$ cat src/rtl/fifo_arb_pkg.sv
// Shared types and helpers for the FIFO write arbiter.
// Latency: n/a (declarations only).
// Backpressure: n/a.
package fifo_arb_pkg;

  typedef enum logic {
    IDLE = 1'b0,
    XFER = 1'b1
  } arb_state_e;

  // Index width for an n-entry vector, never narrower than one bit.
  function automatic int idx_w(input int n);
    return ($clog2(n) < 1) ? 1 : $clog2(n);
  endfunction

endpackage

$ cat src/rtl/fifo_write_arbiter_rr_pick.sv
// Round-robin pick: first set request strictly after last_i, wrapping around.
// Latency: combinational.
// Backpressure: none; any_o low when no request is set.
module rr_pick
  import fifo_arb_pkg::*;
#(
  parameter int NREQ = 4
) (
  input  logic [NREQ-1:0]          req_i,
  input  logic [idx_w(NREQ)-1:0]   last_i,
  output logic [idx_w(NREQ)-1:0]   next_o,
  output logic                     any_o
);

  localparam int IW = idx_w(NREQ);

  // Walk offsets from farthest to nearest so the nearest set request wins.
  always_comb begin
    next_o = last_i;
    any_o  = 1'b0;
    for (int k = NREQ; k >= 1; k--) begin
      if (req_i[IW'((int'(last_i) + k) % NREQ)]) begin
        next_o = IW'((int'(last_i) + k) % NREQ);
        any_o  = 1'b1;
      end
    end
  end

endmodule

$ cat src/rtl/fifo_write_arbiter.sv
// Round-robin arbiter sharing one FIFO write port among NREQ producers.
// Latency: valid in cycle 0 -> ready in cycle 1 -> fifo_write_en in cycle 2.
// Backpressure: full, or almost_full with a write in flight, drops req_ready and holds the grant.
// Optional feature: FIFO_ARB_BURST_EN enables multi-word grants of up to BURST words.
module fifo_write_arbiter
  import fifo_arb_pkg::*;
#(
  parameter int NREQ  = 4,
  parameter int WIDTH = 8,
  parameter int BURST = 4
) (
  input  logic                    clk,
  input  logic                    rst,
  input  logic [NREQ-1:0]         req_valid,
  input  logic [NREQ*WIDTH-1:0]   req_data,
  output logic [NREQ-1:0]         req_ready,
  output logic                    fifo_write_en,
  output logic [WIDTH-1:0]        fifo_write_data,
  input  logic                    fifo_full,
  input  logic                    fifo_almost_full,
  output logic [idx_w(NREQ)-1:0]  grant_id,
  output logic                    busy
);

  localparam int IW = idx_w(NREQ);

  arb_state_e       state_q, state_d;
  logic [IW-1:0]    grant_q, grant_d;
  logic [IW-1:0]    last_q, last_d;
  logic             wen_q, wen_d;
  logic [WIDTH-1:0] wdat_q, wdat_d;

  logic             stall;
  logic             accept;
  logic             last_word;
  logic             pick_any;
  logic [IW-1:0]    pick_idx;
  logic [WIDTH-1:0] grant_word;

`ifdef FIFO_ARB_BURST_EN
  localparam int CW = $clog2(BURST) + 1;
  logic [CW-1:0] cnt_q, cnt_d;
  assign last_word = (cnt_q == CW'(BURST - 1));
`else
  // Single-word grants; BURST has no effect in this build.
  assign last_word = 1'b1 | (BURST == 0);
`endif

  // The registered write in flight consumes the last free slot when almost_full.
  assign stall  = fifo_full | (fifo_almost_full & wen_q);
  assign accept = (state_q == XFER) & req_valid[grant_q] & ~stall;

  assign fifo_write_en   = wen_q;
  assign fifo_write_data = wdat_q;
  assign grant_id        = grant_q;
  assign busy            = (state_q == XFER);

  rr_pick #(.NREQ(NREQ)) u_pick (
    .req_i  (req_valid),
    .last_i (last_q),
    .next_o (pick_idx),
    .any_o  (pick_any)
  );

  // Select the granted requester's data slice.
  always_comb begin
    grant_word = '0;
    for (int i = 0; i < NREQ; i++) begin
      if (grant_q == IW'(i)) grant_word = req_data[i*WIDTH +: WIDTH];
    end
  end

  // Only the grantee sees ready, and only while the FIFO can take a word.
  always_comb begin
    req_ready = '0;
    if ((state_q == XFER) && !stall) req_ready[grant_q] = 1'b1;
  end

  // Next-state logic: arbitration in IDLE, word forwarding and grant release in XFER.
  always_comb begin
    state_d = state_q;
    grant_d = grant_q;
    last_d  = last_q;
    wen_d   = 1'b0;
    wdat_d  = wdat_q;
`ifdef FIFO_ARB_BURST_EN
    cnt_d   = cnt_q;
`endif
    case (state_q)
      IDLE: begin
        if (pick_any) begin
          grant_d = pick_idx;
          state_d = XFER;
`ifdef FIFO_ARB_BURST_EN
          cnt_d   = '0;
`endif
        end
      end
      XFER: begin
        if (accept) begin
          wen_d  = 1'b1;
          wdat_d = grant_word;
          if (last_word) begin
            state_d = IDLE;
            last_d  = grant_q;
          end
`ifdef FIFO_ARB_BURST_EN
          else begin
            cnt_d = cnt_q + CW'(1);
          end
`endif
        end else if (!stall && !req_valid[grant_q]) begin
          // Producer went quiet: release the grant early.
          state_d = IDLE;
          last_d  = grant_q;
        end
      end
      default: state_d = IDLE;
    endcase
  end

  // State and output registers; reset drops any pending write.
  always_ff @(posedge clk or posedge rst) begin
    if (rst) begin
      state_q <= IDLE;
      grant_q <= '0;
      last_q  <= IW'(NREQ - 1);
      wen_q   <= 1'b0;
      wdat_q  <= '0;
`ifdef FIFO_ARB_BURST_EN
      cnt_q   <= '0;
`endif
    end else begin
      state_q <= state_d;
      grant_q <= grant_d;
      last_q  <= last_d;
      wen_q   <= wen_d;
      wdat_q  <= wdat_d;
`ifdef FIFO_ARB_BURST_EN
      cnt_q   <= cnt_d;
`endif
    end
  end

endmodule

$ cat config.mk
export PLATFORM = sky130hd
export DESIGN_NAME = fifo_write_arbiter
export DESIGN_NICKNAME = d
export VERILOG_FILES = /design/src/rtl/fifo_arb_pkg.sv /design/src/rtl/fifo_write_arbiter_rr_pick.sv /design/src/rtl/fifo_write_arbiter.sv
export SDC_FILE = /design/constraint.sdc
export NUM_CORES = 1
export LEC_CHECK = 0
export CAP_MARGIN = 0
export CORE_MARGIN = 2
export CORE_UTILIZATION = 45
export CTS_BUF_LIST = sky130_fd_sc_hd__clkbuf_8
export DETAILED_ROUTE_END_ITERATION = 7
export DONT_BUFFER_PORTS = 1
export MAX_ROUTING_LAYER = met4
export PLACE_DENSITY = 0.71
export SLEW_MARGIN = 20
export SYNTH_ARGS = -nofsm -noshare
export SYNTH_HDL_FRONTEND = slang
export SYNTH_HIERARCHICAL = 1
export SYNTH_SLANG_ARGS = --single-unit
$ cat constraint.sdc
create_clock -name clk -period 2.75 [get_ports clk]
set_clock_uncertainty 0.2 [all_clocks]
set_input_delay 0.6875 -clock clk [delete_from_list [all_inputs] [get_ports clk]]
set_output_delay 0.6875 -clock clk [all_outputs]
set_load 0.1 [all_outputs]
==> metrics <==
status=completed; Hold Path Class=in2async; final hold vios=0; mean number of vias per cell=between 6 and 7; maximum net fanout on the critical path=13; critical path capture point type=output port; post-CTS setup buffer count=0; crit path kind=reg2out; final setup fails=0; finished layout cell area=roughly 1300 sq um; vias in the first global route=between 800 and 900; Core ar.=2000 sq um; post-synthesis instance area=about 970 sq um; CTS H-tree lvls=1; antenna cell count=0; Die X=about 50 microns; worst-case reg-to-reg path depth=3; first-pass GRT wire length=approximately 3.8 mm; dpl cell area=about 1200 sq um; sequential share of the synthesized area=a little over a third; largest area contributor in the netlist=dfrtp_1; grt total ovfl=0; Peak Freq=406 MHz; synth top area cells=dfrtp_1 (31%), mux2i_1 (18%), a31o_1 (7.2%); hold buffers post-CTS=0; # port buffers=0; top cell type's share of synthesized area=31.0%; Fillers=between 150 and 200; largest net degree at the start of global routing=23; post-route clock period utilization=about nine tenths; Bufs on Longest Clock Path=2; Row Count=16; fin nets=roughly 150; clk sink count=14; crit path DAT=between 1500 and 2000 ps; initial antenna violation count=0; net count after synthesis=134; TritonCTS buffer count=3; Clock Pin Slew Worst Setup and Hold Paths=about 60 ps; drt pass-1 iters=4; RSZ-0062 raised after global routing=no; chip height=between 50 and 60 microns; # resized after CTS=0; fin crit period=2460 ps; Slew Limit Fails=0; total track usage=around 20%; max_slew headroom=between 60 and 70%; actual slew at the worst max-slew pin=roughly 540 ps; vias=between 800 and 900; initial core utilization=about half; Mapped Avg Cell Area=between 10 and 15 sq um; post-synthesis cell type count=27; CTS tree=built; Max Cap Viol=0; DRT antenna net count=0; Clock Latency Late Sink=approximately 240 ps; Mapped Cells=between 90 and 100; final hold slack=168 ps; Critical Path RT=roughly 1900 ps; Ports=between 50 and 60; share of cells above drive strength 1=36.1%; Syn. warnings=6; Routability Congestion=around 0.67; overall die area=between 2000 and 3000 sq um; Startpoint Class=flop; number of synthesized register bits=14; Avg WL per Cell=between 15 and 20 microns; Routed WL=about 2.3 mm; drt drc=0; root buf cell=clkbuf_8; Layout area overhead=30.0%; initial DRC count=19; DP HPWL=roughly 1.7 mm
-- through the flow --
stage               worst slack, ps  utilization, %  setup TNS [ps]  cells
floorplan                     -2.37               -           -2.37     94
global placement                326            60.1               0    131
detailed placement              294            60.1               0    131
CTS                             280            62.9               0    135
global route                    207            62.9               0    135
finish                          289            62.9               0    135
-- cells in the mapped netlist --
cell type  count
mux2i_1       17
dfrtp_1       12
inv_1         12
a31o_1         8
o221ai_1       8
mux2_2         6
clkbuf_1       4
nor2b_1        3
a21oi_1        2
dfstp_2        2
nand2_1        2
nor3_1         2
nor3b_1        2
a221o_1        1
a31oi_1        1
and3_1         1
and4_1         1
buf_2          1
buf_6          1
mux4_2         1
nand2b_1       1
nand4_1        1
nand4b_1       1
nor2_1         1
o21a_1         1
o22ai_1        1
or4_1          1
-- layer usage --
metal | share of wire (%) | track usage (%) | up-vias
li1 | - | - | 388
met4 | 0.91 | 7.66 | 0
met5 | 0 | - | -
met2 | 51 | 33.6 | 40
met3 | 8.7 | 4.76 | 4
met1 | 39 | 22.7 | 402
-- kinds of logic after synthesis --
group           after synthesis  synth area share (%)
flops                        14                  36.4
mux                          24                  26.9
simple gates                 16                  10.2
buf+inv                      18                  7.88
compound gates               22                  18.6
-- final timing paths --
path	from	endpoint	slack, ps
setup reg to reg	grant_id[0]	fifo_write_data[3]	810
setup / recovery	busy	req_ready[2]	290
max in group asynchronous	rst	busy	1780
hold / removal	rst	fifo_write_data[7]	170
min in group clk	last_q[0]	last_q[0]	440
hold reg to reg	last_q[0]	last_q[0]	440
-- final cells by class --
cell class	count	area, sq um	area share (%)
tap	27	33.8	2.68
multi-input combinational	62	589	46.8
sequential	14	365	29.0
clock buffer	4	55.1	4.37
timing repair buffer	16	170	13.5
inverter	12	45.0	3.58
-- worst max-delay path, stage by stage (launching register included) --
cell,delay [ps]
dfrtp_4,400
nor2b_4,330
nand2_4,150
nor3b_4,250
buf_12,200
-- sequential cells by signal, summed over array words and instances (netlist names) --
signal and flops:
busy 1, fifo_write_data 8, fifo_write_en 1, grant_id 2, last_q 2
-- placed cells by master, fill, tap and decap left out, types with 3 or more instances in the layout --
| cell type | count |
|---|---|
| mux2i_1 | 17 |
| inv_1 | 12 |
| buf_4 | 12 |
| a31o_1 | 8 |
| o221ai_1 | 8 |
| dfrtp_1 | 8 |
| mux2_2 | 6 |
| clkbuf_8 | 4 |
| buf_12 | 4 |
| dfrtp_4 | 3 |
Power is left out: the tool's default activity adds up to more than one toggle a clock period on the data nets, which glitch-free logic cannot reach.
